**config.mk**
```make
export PLATFORM = sky130hd
export DESIGN_NAME = regfile_sb
export DESIGN_NICKNAME = d
export VERILOG_FILES = /design/src/rtl/regfile_sb.sv
export SDC_FILE = /design/constraint.sdc
export NUM_CORES = 2
export LEC_CHECK = 0
export CORE_MARGIN = 2
export CORE_UTILIZATION = 40
export DETAILED_ROUTE_END_ITERATION = 10
export GPL_ROUTABILITY_DRIVEN = 0
export GPL_TIMING_DRIVEN = 0
export PLACE_DENSITY = 0.59
export SYNTH_ARGS = -nofsm -noshare
export SYNTH_HDL_FRONTEND = slang
export SYNTH_SLANG_ARGS = --single-unit
```
**constraint.sdc**
```tcl
create_clock -name clk -period 6.61 [get_ports clk]
set_input_delay 1.322 -clock clk [delete_from_list [all_inputs] [get_ports clk]]
set_output_delay 1.322 -clock clk [all_outputs]
set_load 0.1 [all_outputs]
```
**src/rtl/regfile_sb.sv**
```systemverilog
// Register file with per-register pending (scoreboard) bits, issue handshake and pending count.
// Optional same-cycle write-to-read bypass when REGFILE_BYPASS_EN is defined.
module regfile_sb #(
    parameter int unsigned XLEN  = 32,
    parameter int unsigned NREGS = 32,
    localparam int unsigned AW   = $clog2(NREGS)
) (
    input  logic            clk,
    input  logic            rst,
    input  logic [AW-1:0]   ra1,
    input  logic [AW-1:0]   ra2,
    output logic [XLEN-1:0] rd1,
    output logic [XLEN-1:0] rd2,
    output logic            busy1,
    output logic            busy2,
    input  logic            we,
    input  logic [AW-1:0]   wa,
    input  logic [XLEN-1:0] wd,
    input  logic            iss_valid,
    input  logic [AW-1:0]   iss_rd,
    output logic            iss_ready,
    output logic [AW:0]     pend_cnt
);

    localparam int unsigned CW = AW + 1;

    logic [XLEN-1:0]  regs_q [NREGS];
    logic [NREGS-1:0] pend_q, pend_d;
    logic [CW-1:0]    cnt_q, cnt_d;

    logic wr_en_c, wr_hit_iss_c, iss_acc_c, wr_clr_c;
    logic [XLEN-1:0] stored1_c, stored2_c;

    // Writes to x0 are dropped; a same-cycle writeback frees the issuing register.
    assign wr_en_c      = we & (wa != '0);
    assign wr_hit_iss_c = wr_en_c & (wa == iss_rd);
    assign iss_ready    = iss_valid & (~pend_q[iss_rd] | wr_hit_iss_c);
    assign iss_acc_c    = iss_valid & iss_ready & (iss_rd != '0);
    assign wr_clr_c     = wr_en_c & pend_q[wa];

    always_comb begin
        pend_d = pend_q;
        if (wr_en_c) begin
            pend_d[wa] = 1'b0;
        end
        if (iss_acc_c) begin
            pend_d[iss_rd] = 1'b1;
        end
        cnt_d = cnt_q + CW'(iss_acc_c) - CW'(wr_clr_c);
    end

    always_ff @(posedge clk) begin
        if (!rst) begin
            regs_q <= '{default: '0};
            pend_q <= '0;
            cnt_q  <= '0;
        end else begin
            if (wr_en_c) begin
                regs_q[wa] <= wd;
            end
            pend_q <= pend_d;
            cnt_q  <= cnt_d;
        end
    end

    assign stored1_c = (ra1 == '0) ? '0 : regs_q[ra1];
    assign stored2_c = (ra2 == '0) ? '0 : regs_q[ra2];
    assign pend_cnt  = cnt_q;

`ifdef REGFILE_BYPASS_EN
    logic byp1_c, byp2_c;
    assign byp1_c = wr_en_c & (wa == ra1);
    assign byp2_c = wr_en_c & (wa == ra2);
    assign rd1    = byp1_c ? wd : stored1_c;
    assign rd2    = byp2_c ? wd : stored2_c;
    assign busy1  = pend_q[ra1] & ~byp1_c;
    assign busy2  = pend_q[ra2] & ~byp2_c;
`else
    assign rd1    = stored1_c;
    assign rd2    = stored2_c;
    assign busy1  = pend_q[ra1];
    assign busy2  = pend_q[ra2];
`endif

endmodule

```
**After elaboration in Yosys (flattened, before gate mapping)**

Cells that the tools add are included.

- Word-level logic and storage cells: 93
- Register bits: 1062
- Output and inout port bits: 73
- Latch bits: 0
- ROM bits: 0
- RAM bits: 0
- Memories: 0
- Bits of input ports: 56

- Reduce and logical (&&, ||, !) cells: 7
- Equal/unequal tests: 1
- Multipliers: 0
- $lt $le $gt $ge: 10
- Div/mod/pow operators: 0
- Muxes and demuxes: 25
- Shifts and indexed selects: 0
- Add/subtract/negate cells: 2
- Bitwise operators: 14

Operators by type and width:

| operator | count |
|---|---|
| 1024-bit bitwise mux | 1 |
| 32-bit binary-select mux with 5-bit select | 2 |
| 32-bit 2-to-1 mux | 9 |
| 32-bit demux with 5-bit select | 1 |
| 32-bit AND | 1 |
| 32-bit inverter | 1 |
| 32-bit bitwise OR | 1 |
| 5-bit by 6-bit < comparator with 1-bit output, second input constant | 4 |
| 1-bit binary-select mux with 5-bit select | 4 |
| 6-bit greater-or-equal comparator, second input constant | 3 |
| 5-bit inverter with 6-bit output | 3 |
| 1-bit demux with 5-bit select | 2 |
| 5-bit by 1-bit greater-or-equal comparator with 1-bit output, second input constant | 2 |
| 5-bit logical NOT | 2 |
| 5-bit nonzero test | 2 |
| 6-bit by 1-bit adder with 6-bit output | 1 |
| 1-bit AND | 6 |
| 6-bit by 1-bit < comparator with 1-bit output, second input constant | 1 |
| 1-bit 2-to-1 mux | 6 |
| 6-bit by 1-bit subtractor with 6-bit output | 1 |
| 5-bit == test | 1 |
| 1-bit logical AND | 3 |
| 1-bit inverter | 1 |
| 1-bit bitwise OR | 1 |

**Longest topological paths before layout**

- Word-level depth: 9
- Mapped depth: 17
- Depth with buffers taken out: 15

**Least setup slack after synthesis**

Ideal clock, no wire load.

- Path kind: in2out
- From: in ra1[1]
- To: out rd1[10]
- Stages on the path: 7
- Path slack: 1.423 ns
- Required time: 5.288 ns
- Path buffers: 3
- Arrival time: 3.865 ns
- Path through: clkbuf_1 buf_2 buf_1 mux4_2 mux4_2 inv_1 o21ai_1

- Longest elaborated chain between the ends: 5
- Elaborated cells on any way between the ends: 6
- Classes of those cells: mux (4); bitwise (1); reduce/logical (1)

Ends and longest elaborated chain:

| item | line | text |
|---|---|---|
| start, declared | 10 | `input logic [AW-1:0] ra1,` |
| 5-bit inverter with 6-bit output (implied by the code) | 66 | `assign stored1_c = (ra1 == '0) ? '0 : regs_q[ra1];` |
| 32-bit binary-select mux with 5-bit select | 66 |  |
| 32-bit 2-to-1 mux (implied by the code) (2 in a row) | 66 |  |
| 32-bit 2-to-1 mux (*) | 66 |  |
| end, declared | 12 | `output logic [XLEN-1:0] rd1,` |

Every way passes the cells marked *; elsewhere a longest branch is shown, timed or not. The select of a mux whose other input is x is not followed.

**Worst setup path after layout**

- From: in ra2[1]
- To: out rd2[24]

- Longest elaborated chain between the ends: 5
- Elaborated cells on any way between the ends: 6
- Classes of those cells: mux (4); bitwise (1); reduce/logical (1)

Ends and longest elaborated chain:

| item | line | text |
|---|---|---|
| start, declared | 11 | `input logic [AW-1:0] ra2,` |
| 5-bit inverter with 6-bit output (implied by the code) | 67 | `assign stored2_c = (ra2 == '0) ? '0 : regs_q[ra2];` |
| 32-bit binary-select mux with 5-bit select | 67 |  |
| 32-bit 2-to-1 mux (implied by the code) (2 in a row) | 67 |  |
| 32-bit 2-to-1 mux (*) | 67 |  |
| end, declared | 13 | `output logic [XLEN-1:0] rd2,` |

Marked as above.

==> summary.md <==
| Metric | Value |
|---|---|
| Primary FF master, synth | `dfxtp_1` |
| Register area share after synthesis | `37.7%` |
| Worst setup margin | `-0.0624 ns` |
| Crit path kind | `in -> out` |
| CTS Sinks | `1,062` |
| Die Height | `380 um` |
| Reg clk slew, reported paths | `0.06 ns` |
| Syn avg cell area | `9.74 sq um` |
| Period utilization | `101%` |
| Ports | `129` |
| Routed WL | `221,000 um` |
| Power, Total | `14.8 mW` |
| F_max | `150 MHz` |
| Startpoint Class | `primary input` |
| Relative slew margins | `6.52%` |
| Number of core rows | `137` |
| Synthesized instance count | `5,791` |
| Post-Synthesis Net Count | `5,854` |
| Antenna violations before repair | `16` |
| CP most frequent cell | `mux4_2` |
| Hold_buf cts | `0` |
| Largest net degree at the start of global routing | `17` |
| Post-synth EDFFs | `0` |
| Pleak | `20.7 nW` |
| TritonCTS clock tree | `built` |
| Worst hold path cell count | `2` |
| Width of the die | `380 um` |
| Flip-flop and latch count after synthesis | `1,062` |
| Wirelength per Cell | `27.6 um` |
| GRT Residual Overflow | `0` |
| Max-cap violations | `0` |
| Via count | `47.4k` |
| Setup Fix Bufs, Post-CTS | `0` |
| Core region area | `140,000 sq um` |
| Root buf cell | `clkbuf_16` |
| Clk Latency, worst-skew pair | `0.75 ns` |
| Area of the mapped netlist | `56,400 sq um` |
| Num CTS Buffers | `118` |
| Vias in the first global route | `45.2k` |
| Worst Skew | `0.00950 ns` |
| Via/cell ratio | `5.92` |
| Post-synthesis async set-or-reset flop share | `0%` |
| Yosys warnings | `0` |
| Fin. max-slew vios | `0` |
| Max stage delay on crit path | `1.21 ns` |
| Clk buf depth | `3` |
| Post-synth cell types | `49` |
| Slowest cell on the critical path | `clkdlybuf4s50_1` |
| DPL Wire Length | `176,000 um` |
| Setup violations, final | `12` |
| Resize count post-CTS | `20` |
| Worst Max-Slew Pin Slew | `1.40 ns` |
| Fin nets | `6,090` |
| Worst hold path type | `reg -> reg` |
| Worst path cell trace | `clkbuf_1 > buf_2 > buf_1 > mux4_2 > mux4_2 > inv_1 > o21ai_1 > clkdlybuf4s50_1` |
| DRT Pass-1 Iters | `6` |
| VDD IR-drop max | `269 uV` |
| Port Buffer Count | `114` |
| Worst Path Max Fanout | `10` |
| P&R area growth vs syn | `13.4%` |
| Design area | `64,000 sq um` |
| Crit end category | `output port` |
| Status | `finished with violations` |
| ANT nets after route | `0` |
| Starting Density | `40.4%` |
| Reg2Reg Depth | `13` |
| Place WS | `-0.489 ns` |
| DR iter-0 viols | `5,664` |
| First-pass GRT wire length | `312,000 um` |
| Die Area | `144,000 sq um` |
| Required time of the worst setup path | `5.29 ns` |
| Fin. Hold Viols | `0` |
| Failing checks | `setup timing` |
| Arr. time, crit path | `5.35 ns` |
| Final min period | `6.67 ns` |
| DRC viols | `0` |
| GRT Total Usage | `29.8%` |
| Pwr per Cell Area | `232 nW/um^2` |
| Fraction of layout cells with a size suffix above 1 | `17.1%` |
| CTS H-tree lvls | `3` |
| Internal reg-to-reg setup slack | `3.20 ns` |
| Dpl cell area | `59,900 sq um` |
-- worst max-delay path, delay by kind of cell --
kind / cells / cell delay [ns]
muxes: 2 / 0.77
AOI/OAI and AO/OA: 1 / 0.34
buffers and inverters: 5 / 2.90
-- Yosys cell counts (all sizes together), types with 3 or more instances --
library cell / instances / share of area [%]
a21oi: 3 / 0.027
nand2: 2093 / 14
nand4: 4 / 0.044
nand3b: 8 / 0.11
and2: 42 / 0.47
inv: 77 / 0.51
o221ai: 8 / 0.12
nor2: 43 / 0.29
dfxtp: 1062 / 38
or3b: 8 / 0.12
a22oi: 4 / 0.053
xor2: 3 / 0.047
o21ai: 92 / 0.82
a21boi: 992 / 13
buf: 186 / 2.0
or2: 3 / 0.033
clkbuf: 400 / 2.7
nand3: 39 / 0.35
mux2i: 16 / 0.28
xnor2: 7 / 0.11
mux4: 668 / 27
and3: 3 / 0.033
ha: 6 / 0.13
-- cells by family (layout without fill, tap and decap cells) --
| group | Yosys count | count (layout) | synth area share, % |
|---|---|---|---|
| AND/OR/NAND/NOR | 2254 | 2254 | 15.5 |
| other | 0 | 5 | 0 |
| adder cells (fa/ha/maj) | 7 | 7 | 0.169 |
| flip-flops | 1062 | 1062 | 37.7 |
| buffers and inverters | 663 | 994 | 5.13 |
| AO/OA/AOI/OAI | 1111 | 1111 | 14.4 |
| XOR/XNOR | 10 | 10 | 0.155 |
| multiplexers | 684 | 684 | 27.0 |
-- placed cells by master, fill, tap and decap left out, types with 18 or more instances in the layout --
master / Yosys / routed
a21boi_0: 570 / 570
buf_2: 113 / 113
o21ai_0: 28 / 28
and2_1: 42 / 42
buf_6: 18 / 18
nand2_1: 2093 / 2093
buf_1: 21 / 20
o21ai_1: 64 / 64
dfxtp_1: 1062 / 1062
clkdlybuf4s50_1: 0 / 84
buf_4: 34 / 36
nor2_1: 43 / 43
clkbuf_8: 0 / 25
inv_1: 77 / 77
mux4_2: 668 / 668
clkbuf_16: 0 / 119
a21boi_1: 422 / 422
clkbuf_1: 400 / 416
nand3_1: 39 / 39
clkinv_2: 0 / 29
-- final timing paths --
kind                                  start     endpoint
worst max-delay path                 ra2[1]      rd2[24]
worst min-delay path            regs_q[826]  regs_q[826]
worst max register to register   pend_q[15]  pend_cnt[4]
worst min register to register  regs_q[826]  regs_q[826]
-- flip-flops by register name, indices dropped and copies added (netlist names) --
register  flops
pend_q       32
regs_q     1024
pend_cnt      6
-- through the flow --
stage                     cells  setup TNS, ns  hold WS [ns]  utilization, %
final                      8003         -0.218         0.465            45.8
after detailed placement   7783         -11.87         0.455            42.9
after floorplan            5791              0         0.442               -
after global placement     7781         -27.49         0.447            42.9
after CTS                  7998              0         0.464            45.8
after global routing       7998      -0.000428         0.480            45.8
-- report_power, final --
part	total, mW	leakage [nW]	switching (mW)	internal, mW
clock	6.94	1.99	2.93	4.01
sequential	6.49	8.56	0.0399	6.45
combinational	1.38	10.1	0.921	0.463
total	14.8	20.7	3.89	10.9
-- area by class of cell --
cell class | instances | area, sq um
antenna | 5 | 12.5
tap | 1876 | 2350
timing repair buffer | 116 | 1170
sequential | 1062 | 21300
inverter | 77 | 289
multi-input combinational | 4066 | 32300
buffer | 586 | 2620
clock inverter | 51 | 604
clock buffer | 164 | 3400
fill | 13400 | 75700
-- metal layers --
metal | part of all wire, % | GRT usage (%)
met5 | 0.033 | 0
met2 | 44 | 45.7
met4 | 5.0 | 12.9
met3 | 11 | 6.78
met1 | 40 | 40.4
No activity file was read; power rests on OpenSTA's default activity.
